<file path="src/rtl/div_pkg.sv">
// Shared types for the iterative divider: FSM states and counter sizing.
package div_pkg;

    typedef enum logic [1:0] {
        IDLE,
        CALC,
        FIX
    } div_state_e;

    localparam int unsigned DEF_WIDTH = 32;
    localparam int unsigned DEF_CNT_W = $clog2(DEF_WIDTH + 1);

    // Counter must hold the value WIDTH itself, hence WIDTH+1 codes.
    function automatic int unsigned cnt_bits(input int unsigned width);
        return $clog2(width + 1);
    endfunction

endpackage

</file>
<file path="src/rtl/div_step.sv">
// One combinational restoring-division iteration: shift in the next dividend
// bit and subtract the divisor when that does not borrow.
module div_step #(
    parameter int unsigned WIDTH = 32
) (
    input  logic [WIDTH-1:0] rem,
    input  logic             dvd_msb,
    input  logic [WIDTH-1:0] divisor,
    output logic [WIDTH-1:0] rem_next,
    output logic             q_bit
);

    logic [WIDTH:0]   shifted;
    logic [WIDTH+1:0] trial;
    logic [WIDTH:0]   picked;
    logic             unused_hi;

    // One guard bit above the WIDTH+1 trial exposes the borrow; the kept
    // remainder is always below the divisor, so its top bit is always zero.
    always_comb begin
        shifted   = {rem, dvd_msb};
        trial     = {1'b0, shifted} - {2'b00, divisor};
        q_bit     = ~trial[WIDTH+1];
        picked    = q_bit ? trial[WIDTH:0] : shifted;
        {unused_hi, rem_next} = picked;
    end

endmodule

</file>
<file path="src/rtl/seq_divider.sv">
// Radix-2 restoring divider with start/end handshake, signed/unsigned modes,
// divide-by-zero flag and flush cancel. Results hold until the next FIX.
module seq_divider
    import div_pkg::*;
#(
    parameter int unsigned WIDTH = 32
) (
    input  logic             clk,
    input  logic             resetn,
    input  logic             div_start,
    input  logic             div_signed,
    input  logic [WIDTH-1:0] div_op1,
    input  logic [WIDTH-1:0] div_op2,
    input  logic             div_cancel,
    output logic             div_busy,
    output logic             div_end,
    output logic [WIDTH-1:0] div_result,
    output logic [WIDTH-1:0] div_remainder,
    output logic             div_by_zero
);

    localparam int unsigned CW = cnt_bits(WIDTH);

    div_state_e       state, state_nx;
    logic [CW-1:0]    cnt_q;
    logic [WIDTH-1:0] rem_q, dvd_q, dsr_q, op1_q;
    logic             q_neg_q, r_neg_q, zero_q;
    logic [WIDTH-1:0] rem_nx;
    logic             q_bit;
    logic             accept;
    logic [WIDTH-1:0] op1_abs, op2_abs;

    assign accept  = (state == IDLE) && div_start && !div_cancel;
    assign op1_abs = (div_signed && div_op1[WIDTH-1]) ? -div_op1 : div_op1;
    assign op2_abs = (div_signed && div_op2[WIDTH-1]) ? -div_op2 : div_op2;

    div_step #(.WIDTH(WIDTH)) u_step (
        .rem      (rem_q),
        .dvd_msb  (dvd_q[WIDTH-1]),
        .divisor  (dsr_q),
        .rem_next (rem_nx),
        .q_bit    (q_bit)
    );

    always_ff @(posedge clk or negedge resetn) begin
        if (!resetn) state <= IDLE;
        else         state <= state_nx;
    end

    always_comb begin
        state_nx = state;
        case (state)
            IDLE: if (accept) state_nx = CALC;
            CALC: begin
                if (div_cancel)             state_nx = IDLE;
                else if (cnt_q == CW'(1))   state_nx = FIX;
            end
            FIX:     state_nx = IDLE;
            default: state_nx = IDLE;
        endcase
    end

    always_ff @(posedge clk or negedge resetn) begin
        if (!resetn) begin
            cnt_q         <= '0;
            rem_q         <= '0;
            dvd_q         <= '0;
            dsr_q         <= '0;
            op1_q         <= '0;
            q_neg_q       <= 1'b0;
            r_neg_q       <= 1'b0;
            zero_q        <= 1'b0;
            div_busy      <= 1'b0;
            div_end       <= 1'b0;
            div_result    <= '0;
            div_remainder <= '0;
            div_by_zero   <= 1'b0;
        end else begin
            div_end <= 1'b0;
            case (state)
                IDLE: begin
                    if (accept) begin
                        cnt_q    <= CW'(WIDTH);
                        rem_q    <= '0;
                        dvd_q    <= op1_abs;
                        dsr_q    <= op2_abs;
                        op1_q    <= div_op1;
                        q_neg_q  <= div_signed && (div_op1[WIDTH-1] ^ div_op2[WIDTH-1]);
                        r_neg_q  <= div_signed && div_op1[WIDTH-1];
                        zero_q   <= (div_op2 == '0);
                        div_busy <= 1'b1;
                    end
                end
                CALC: begin
                    if (div_cancel) begin
                        div_busy <= 1'b0;
                    end else begin
                        rem_q <= rem_nx;
                        dvd_q <= {dvd_q[WIDTH-2:0], q_bit};
                        cnt_q <= cnt_q - CW'(1);
                    end
                end
                FIX: begin
                    div_busy <= 1'b0;
                    if (!div_cancel) begin
                        // Zero divisor overrides the (still fully run) datapath.
                        div_result    <= zero_q ? '1 : (q_neg_q ? -dvd_q : dvd_q);
                        div_remainder <= zero_q ? op1_q : (r_neg_q ? -rem_q : rem_q);
                        div_by_zero   <= zero_q;
                        div_end       <= 1'b1;
                    end
                end
                default: div_busy <= 1'b0;
            endcase
        end
    end

endmodule

</file>
<file path="config.mk">
export PLATFORM = sky130hd
export DESIGN_NAME = seq_divider
export DESIGN_NICKNAME = d
export VERILOG_FILES = /design/src/rtl/div_pkg.sv /design/src/rtl/div_step.sv /design/src/rtl/seq_divider.sv
export SDC_FILE = /design/constraint.sdc
export NUM_CORES = 1
export LEC_CHECK = 0
export BUFFER_PORTS_ARGS = -buffer_cell sky130_fd_sc_hd__buf_2
export CAP_MARGIN = 5
export CORE_MARGIN = 4
export CORE_UTILIZATION = 60
export DETAILED_ROUTE_END_ITERATION = 8
export GPL_TIMING_DRIVEN = 0
export PLACE_DENSITY = 0.79
export SLEW_MARGIN = 20
export SYNTH_ARGS = -nofsm -noshare
export SYNTH_HDL_FRONTEND = slang
export SYNTH_SLANG_ARGS = --single-unit
</file>
<file path="constraint.sdc">
create_clock -name clk -period 6.6 [get_ports clk]
set_input_delay 0.66 -clock clk [delete_from_list [all_inputs] [get_ports clk]]
set_output_delay 0.66 -clock clk [all_outputs]
set_load 0.1 [all_outputs]
</file>
==> results of run 1 <==
-- path summary, 6_finish.rpt --
kind	from	end	slack (ns)
worst min register to register	div_by_zero	div_by_zero	0.47
worst max register to register	rem_q[5]	rem_q[5]	2.57
worst max-delay path	rem_q[5]	rem_q[5]	2.57
max in group asynchronous	resetn	dsr_q[13]	5.29
worst min-delay path	div_op1[29]	op1_q[29]	0.40
min in group asynchronous	resetn	op1_q[4]	0.57
-- what timing repair did --
action,4_1_cts,5_1_grt
gates resized for setup,0,0
setup endpoints to repair,0,0
hold buffers,1,0
hold endpoints to repair,17,0
-- metal layers --
metal	routed length [um]	GRT usage	up-vias
li1	-	-	5518
met1	14000	0.367	5362
met2	16700	0.500	391
met3	2300	0.0349	83
met4	1130	0.110	0
met5	0	0	-
-- registers in the layout, summed over array words and instances, names as in the netlist --
register and flops:
cnt_q 6, div_busy 1, div_by_zero 1, div_end 1, div_remainder 32, div_result 32, dsr_q 32, dvd_q 32
op1_q 32, q_neg_q 1, r_neg_q 1, rem_q 32, state 2, zero_q 1
-- cell type report --
cell class / count / share of cell area
Tap cell: 270 / 0.0235
Timing Repair Buffer: 138 / 0.0522
Buffer: 76 / 0.0200
Clock buffer: 29 / 0.0444
Sequential cell: 206 / 0.359
Antenna cell: 2 / 0.000348
Multi-Input combinational cell: 1155 / 0.478
Clock inverter: 11 / 0.00948
Inverter: 52 / 0.0136
-- power groups by stage --
stage	clock network, mW	logic, mW	registers [mW]
6_report	1.32	2.53	1.83
5_1_grt	1.38	2.79	1.87
4_1_cts	1.33	2.52	1.82
3_5_place_dp	0	2.51	1.83
3_3_place_gp	0	2.45	1.82
2_1_floorplan	0	1.49	2.28
-- cell families after synthesis --
group	count (synthesis)	share of synthesized area
xor gates and xnor gates	150	0.105
and+or+nand+nor	516	0.185
DFF	206	0.412
adders and majority gates	39	0.0396
buffers and inverters	128	0.0386
AOI/OAI and AO/OA	426	0.200
muxes	24	0.0193
-- synth_stat cells, drive strengths merged (9+ instances only) --
cell type and instances:
or3 18, clkbuf 67, and3 9, dfrtp 206, nor2b 9, nor3 16, or4 14, xor2 94
o41ai 20, xnor2 56, nand2b 16, o31ai 22, inv 52, nor2 127, buf 9, a21oi 136
a21o 10, o21ai 183, nand2 250, nand3 19, a32oi 13, mux2i 23, ha 38, nor4 10
-- per-stage QoR --
stage	instance area [um2]	worst slack (ns)	power (mW)	util
global route	14400	2.29	6.04	0.706
floorplan	12500	3.48	3.77	-
global placement	13500	1.57	4.27	0.664
detailed placement	13600	2.63	4.34	0.667
finish	14400	2.57	5.68	0.706
CTS	14400	2.61	5.67	0.706
-- worst max-delay path: cells and delay by family (launching register included) --
family	cells	cell delay [ns]
flops	1	0.48
mux	1	0.22
buf+inv	1	0.43
compound gates	7	2.02
fa+ha+maj	1	0.39
simple gates	1	0.33
==> results_dict.tcl, run 1 <==
set metrics [dict create \
    worstMarginPinSlew_ns 1.04 \
    crit_fanout 10 \
    fin_crit_ns 4.03 \
    slew-limit-headroom 0.304 \
    swShare 0.438 \
    p_int_mw 3.19 \
    synth.ff_latch_count 206 \
    die_y_um 152 \
    powerDensity_mw_per_mm2 395 \
    worstPathRequired_ns 6.97 \
    power_leakage_nw 6.77 \
    period_share 0.611 \
    cts_root_buf "clkbuf_16" \
    finClkSkew_ns 0.0139 \
    maxCapViolCount 0 \
    finalMaxSlewViolations 0 \
    critical_path_arrival_ns 4.40 \
    fin_tns_setup_ns 0 \
    drive_gt1_frac 0.115 \
    power_switching_mw 2.49 \
    rows 52 \
    finalNetCount 1759 \
    clock_latency_ns 0.51 \
    coreArea_mm2 0.0204 \
    cts.clk_slew.worst_paths_ns 0.07 \
    cts-buffers-inserted 22 \
    fillCellCount 1653 \
    finalHoldWorstSlack_ns 0.397 \
    io_buffer_count 134 \
    dp_hpwl_um 25700 \
    max_freq_mhz 248 \
    grt_usage 0.287 \
    htreeDepth 1 \
    yosysTopAreaCellShare 0.412 \
    multi_input_area_mm2 0.00687 \
    gp_congestion 0.914 \
    antenna_found_initial 0 \
    hold_class "in -> reg" \
    syn-cell-area_mm2 0.0125 \
    hold_violations 0 \
    totalWireLength_um 34200 \
    stdcell_count 1939 \
    startpoint_type "register" \
    hold_depth 3 \
    syn_inst 1489 \
    avgSynthCellArea_um2 8.40 \
    power_frac_clock 0.232 \
    grt_pass1_wl_um 55500 \
    synth_flop_cell "dfrtp_1" \
    route.vias.total 11400 \
    ys_async_sr_fraction 1.00 \
    rsz0062_at_grt "no" \
    cts_tree "built" \
    ant_nets 0 \
    seqCellArea_mm2 0.00515 \
    netlist_top_cells_area "dfrtp_1 (41%), nand2_1 (7.5%), o21ai_0 (7.2%)" \
    yosysUniqueCellTypes 65 \
    slowest_delay_ns 0.53 \
    globalRouteOverflowTotal 0 \
    grt_max_degree 105 \
    reg2reg_depth 11 \
    placed_cells 1896 \
    start_util 0.614 \
    synth_edf_count 0 \
    grt_pass1_vias 11200 \
    layout_commonest_cell "nand2_1" \
    drc_errors 0 \
    ys_seq_area_frac 0.412 \
    path_cells "ha_1 -> a21o_1 -> or3_1 -> o2111ai_1 -> a21oi_1 -> a41oi_1 -> o21ai_1 -> a31oi_2 -> buf_2 -> mux2i_1 -> o21ai_0" \
    postCtsSetupRepairBufs 0 \
    drtIter0Drc 674 \
    yosysTopAreaCell "dfrtp_1" \
    wl_per_cell_um 17.6 \
    power_frac_comb 0.446 \
    crit_type "reg -> reg" \
    area_growth_pct 15.0 \
    setup_viol 0 \
    outcome "finished, final reports clean" \
    ir_drop_mv 0.175 \
    drtPass1Iterations 5 \
    drt-vias-per-instance 5.86 \
    die_area_mm2 0.0232 \
    yosys_warnings 0 \
    crit_path_end_kind "register" \
    die_w_um 152 \
    synth_fp_nets 1597 \
    final_cell_mix "nand2_1 (250), dfrtp_1 (206), o21ai_0 (180)" \
    pin_count 136 \
    numClockSinks 206 \
    cts_buffer_depth 3 \
    critical-path-slowest-cell "a41oi_1" \
    seq_power_share 0.322 \
]
No activity file was read; power rests on OpenSTA's default activity.
==> run 2: changes to the inputs <==
CORE_UTILIZATION = 54   (was 60)
PLACE_DENSITY = 0.75   (was 0.79)
clock period = 3.5 ns   (was 6.6 ns; I/O delays follow)
==> run 2 against run 1 <==
  * Routed wire length grew 2.6%
  * Combinational power grew 93%
  * Cell area grew 0.70%
  * Core utilization shrank 6.8 points
  * Largest cell class unchanged
  * Setup slack lost 2.4 ns
==> results_dict.tcl, run 2 (synthesis results as in run 1) <==
set metrics [dict create \
    outcome "finished, final reports clean" \
    die_area_mm2 0.0257 \
    worstMarginPinSlew_ns 1.05 \
    cts_tree "built" \
    finClkSkew_ns 0.0188 \
    clock_latency_ns 0.52 \
    pin_count 136 \
    hold_class "in -> reg" \
    r2r_slack_ns 0.18 \
    crit_fanout 10 \
    finalPower_mw 10.9 \
    rsz0062_at_grt "no" \
    grt_usage 0.267 \
    antenna_cells 0 \
    fin_crit_ns 3.32 \
    fillCellCount 2004 \
    critical_path_arrival_ns 3.73 \
    dp_hpwl_um 26500 \
    cts.clk_slew.worst_paths_ns 0.06 \
    power_leakage_nw 6.80 \
    htreeDepth 1 \
    finalHoldWorstSlack_ns 0.0762 \
    crit_path_end_kind "register" \
    crit_type "reg -> reg" \
    cts_root_buf "clkbuf_16" \
    hold_violations 0 \
    maxCapViolCount 0 \
    layout_commonest_cell "nand2_1" \
    numClockSinks 206 \
    ant_nets 0 \
    placed_area_mm2 0.0136 \
    drt-vias-per-instance 5.77 \
    fin_area_mm2 0.0145 \
    setup_viol 0 \
    multi_input_area_mm2 0.00690 \
    route.vias.total 11300 \
    final_core_util 0.638 \
    drc_errors 0 \
    period_share 0.947 \
    startpoint_type "register" \
    finalNetCount 1763 \
    wl_per_cell_um 17.9 \
    finalMaxSlewViolations 0 \
    grt_max_degree 82 \
    start_util 0.551 \
    drtPass1Iterations 5 \
    grt_pass1_vias 11000 \
    ir_drop_mv 0.340 \
    totalWireLength_um 35100 \
    area_growth_pct 15.8 \
    drtIter0Drc 858 \
    die_y_um 160 \
    seqCellArea_mm2 0.00515 \
    powerDensity_mw_per_mm2 751 \
    rows 55 \
    antenna_found_initial 0 \
    cts_buffer_depth 3 \
    slew-limit-headroom 0.296 \
    max_freq_mhz 302 \
    final_cell_mix "nand2_1 (250), dfrtp_1 (206), o21ai_0 (180)" \
    drive_gt1_frac 0.120 \
    cts-buffers-inserted 23 \
    coreArea_mm2 0.0227 \
    globalRouteOverflowTotal 0 \
    gp_congestion 0.889 \
    die_w_um 160 \
    grt_pass1_wl_um 56600 \
    worstPathRequired_ns 3.92 \
    io_buffer_count 134 \
]
==> run 2: stage by stage <==
step	instances	setup slack (ns)	TNS [ns]
2_1_floorplan	1489	0.383	0
3_3_place_gp	1908	-1.25	-286.13
3_5_place_dp	1911	-0.544	-15.18
4_1_cts	1954	0.0405	0
5_1_grt	1956	0.0384	0
6_report	1956	0.185	0
==> run 2: final timing paths <==
kind	start	endpoint	cells after the start
setup reg to reg	rem_q[5]	rem_q[26]	12
hold / removal	div_op1[20]	op1_q[20]	3
min in group asynchronous	resetn	div_result[7]	2
max in group asynchronous	resetn	dsr_q[30]	4
setup / recovery	rem_q[5]	rem_q[26]	12
hold reg to reg	div_result[27]	div_result[27]	2
==> run 2: cell type report <==
cell class / instances / area share
inverters: 52 / 0.0135
repair buffers: 141 / 0.0534
plain buffers: 76 / 0.0204
clock inverters: 6 / 0.00622
flip-flops and latches: 206 / 0.356
multi-input cells: 1155 / 0.477
clock buffers: 35 / 0.0491
well taps: 285 / 0.0246
==> run 2: power breakdown <==
group	leakage [nW]	total, mW	switching, mW	internal, mW
Clock	0.393	2.53	0.987	1.54
Combinational	3.73	4.88	3.20	1.68
Sequential	2.68	3.46	0.564	2.89
==> run 2: what timing repair did <==
| action | 4_1_cts | 5_1_grt |
|---|---|---|
| endpoints found under the setup margin | 33 | 27 |
| resized for setup | 6 | 3 |
| hold buffers | 1 | 0 |
| endpoints found under the hold margin | 64 | 0 |
| pin swaps | 1 | 1 |
| setup buffers | 1 | 2 |
==> run 2: per-layer routing <==
metal | vias to the layer above | global-route usage | share of wire
met1 | 5377 | 0.342 | 0.43
met4 | 0 | 0.0755 | 0.026
li1 | 5511 | - | -
met3 | 63 | 0.0281 | 0.051
met2 | 344 | 0.482 | 0.50
met5 | - | 0 | 0
==> run 2: worst max-delay path, stage by stage (launching register included) <==
cell and delay [ns]:
dfrtp_1 0.47, ha_1 0.38, a21o_1 0.22, or3_1 0.33
o2111ai_1 0.31, a21oi_2 0.14, a41oi_2 0.25, o21ai_1 0.16
a31oi_4 0.23, buf_4 0.18, clkbuf_2 0.26, a32oi_1 0.13
o21ai_0 0.13
==> run 3: changes to the inputs <==
CORE_UTILIZATION = 45   (was 54)
PLACE_DENSITY = 0.64   (was 0.75)
SYNTH_HIERARCHICAL = 1   (was default)
==> run 3 against run 2 <==
  * Routed wire length up 29%
  * First-iteration DRC count rose by 24%
  * Clock skew is essentially flat
  * Critical path type unchanged
  * Largest cell class unchanged
  * Largest power group unchanged
==> results_dict.tcl, run 3 <==
set metrics [dict create \
    startpoint_type "register" \
    yosysTopAreaCellShare 0.387 \
    worstPathRequired_ns 3.89 \
    maxCapViolCount 0 \
    ys_async_sr_fraction 1.00 \
    drt-vias-per-instance 6.00 \
    seqCellArea_mm2 0.00515 \
    syn_inst 1590 \
    route.vias.total 12900 \
    grt_pass1_vias 12500 \
    rsz0062_at_grt "no" \
    period_share 0.915 \
    gp_congestion 0.925 \
    path_cells "nor4_1 -> nand4_1 -> o41ai_4 -> xor2_1 -> a21oi_1" \
    yosysTopAreaCell "dfrtp_1" \
    fin_tns_setup_ns 0 \
    htreeDepth 1 \
    die_y_um 180 \
    rows 62 \
    slew-limit-headroom 0.249 \
    path_delay_family "simple AND/OR/NAND/NOR gates" \
    netlist_top_cells_area "dfrtp_1 (39%), nand2_1 (6.5%), o21ai_0 (5.2%)" \
    power_leakage_nw 7.11 \
    syn-cell-area_mm2 0.0133 \
    cts.clk_slew.worst_paths_ns 0.06 \
    drtIter0Drc 1067 \
    finalPower_mw 13.6 \
    ir_drop_mv 0.519 \
    multi_input_area_mm2 0.00755 \
    io_buffer_count 132 \
    critical_path_arrival_ns 3.59 \
    drc_errors 0 \
    hold_violations 0 \
    top_layer "met4" \
    synth.ff_latch_count 206 \
    yosysUniqueCellTypes 83 \
    grt_usage 0.269 \
    max_freq_mhz 312 \
    worstMarginPinSlew_ns 1.12 \
    finalHoldWorstSlack_ns 0.0660 \
    yosysMostFrequentCell "nand2_1" \
    dr_wl_met3_um 4860 \
    fillCellCount 2800 \
    coreArea_mm2 0.0289 \
    synth_flop_cell "dfrtp_1" \
    final_cell_mix "nand2_1 (231), dfrtp_1 (206), nor2_1 (142)" \
    synth_fp_nets 1698 \
    setup_viol 0 \
    clock_latency_ns 0.54 \
    critical-path-slowest-cell "nor4_1" \
    crit_buf_inv 0 \
    pin_count 136 \
    synth_edf_count 0 \
    crit_path_end_kind "register" \
    fin_crit_ns 3.20 \
    cts_root_buf "clkbuf_16" \
    cts_buffer_depth 3 \
    dp_hpwl_um 34700 \
    powerDensity_mw_per_mm2 883 \
    area_growth_pct 15.7 \
    yosys_warnings 6 \
    globalRouteOverflowTotal 0 \
    wl_met2_um 18600 \
    finClkSkew_ns 0.0184 \
    wl_per_cell_um 20.9 \
    synthTopCellsByCount "nand2_1 (231), dfrtp_1 (206), nor2_1 (142)" \
    postCtsSetupRepairBufs 0 \
    totalWireLength_um 45100 \
    outcome "finished, final reports clean" \
    layout_commonest_cell "nand2_1" \
    cts-buffers-inserted 25 \
    numClockSinks 206 \
    crit_fanout 5 \
    wl_met1_um 20700 \
    grt_pass1_wl_um 70800 \
    grt_max_degree 86 \
    start_util 0.461 \
    die_w_um 180 \
    cts_tree "built" \
    cts_hold_buffers 1 \
    finalMaxSlewViolations 0 \
    avgSynthCellArea_um2 8.39 \
    antenna_found_initial 4 \
    die_area_mm2 0.0325 \
    drive_gt1_frac 0.125 \
    slowest_delay_ns 0.96 \
    drtPass1Iterations 6 \
    ant_nets 0 \
    hold_class "in -> reg" \
    ys_seq_area_frac 0.387 \
    post_cts_resize_count 0 \
    finalNetCount 1860 \
    crit_type "reg -> reg" \
]
==> run 3: cell count changes after synthesis, moves of 18 or more <==
cell,delta
a21oi_1,-32
a22o_1,+28
a31oi_1,+18
nand2_1,-19
nor3_1,+25
o21ai_0,-42
xor2_1,-20
==> run 3: final timing paths <==
check                            start              to  cells after the start  slack (ns)
setup / recovery              dvd_q[3]  div_result[31]                      5        0.30
hold / removal              div_op1[3]        op1_q[3]                      3        0.07
max in group asynchronous       resetn   div_result[4]                      3        2.43
hold reg to reg            div_by_zero     div_by_zero                      2        0.47
min in group asynchronous       resetn       dsr_q[31]                      2        0.31
setup reg to reg              dvd_q[3]  div_result[31]                      5        0.30
==> run 3: worst register-to-register path, cell delays in order, from the launching register on <==
cell and delay, ns:
dfrtp_1 0.44, nor4_1 0.96, nand4_1 0.59, o41ai_4 0.47, xor2_1 0.47, a21oi_1 0.13
==> run 3: cells by family after synthesis <==
family | Yosys count | synth area share
AO/OA/AOI/OAI | 478 | 0.236
XOR/XNOR | 124 | 0.0814
adder cells (fa/ha/maj) | 39 | 0.0372
buffers and inverters | 160 | 0.0474
flip-flops | 206 | 0.387
multiplexers | 18 | 0.0143
AND/OR/NAND/NOR | 565 | 0.198
==> run 3: cell type report <==
type	count	share of cell area
clock buffers	35	0.0469
well taps	384	0.0311
plain buffers	92	0.0244
diodes	4	0.000649
inverters	68	0.0165
multi-input cells	1224	0.489
repair buffers	135	0.0477
flip-flops and latches	206	0.334
clock inverters	11	0.00941
==> run 3: per-stage QoR <==
step,std cells,area [um2],util,setup WS [ns]
after floorplan,1590,13300,-,0.897
after global placement,2106,14500,0.500,-1.68
after global routing,2158,15400,0.533,0.170
final,2159,15400,0.533,0.298
after detailed placement,2108,14500,0.503,0.441
after CTS,2155,15400,0.533,0.407
==> run 3: layer usage <==
metal  up-vias  global-route usage
met5         -                   0
met4         0              0.0665
met3        59              0.0729
met2       555               0.384
met1      6270               0.406
li1       6061                   -
==> run 3: power by group <==
| part | internal, mW | leakage, nW | switching, mW |
|---|---|---|---|
| clock network | 1.67 | 0.436 | 1.08 |
| logic | 2.22 | 4.00 | 4.83 |
| registers | 3.00 | 2.67 | 0.826 |
| total | 6.89 | 7.11 | 6.73 |
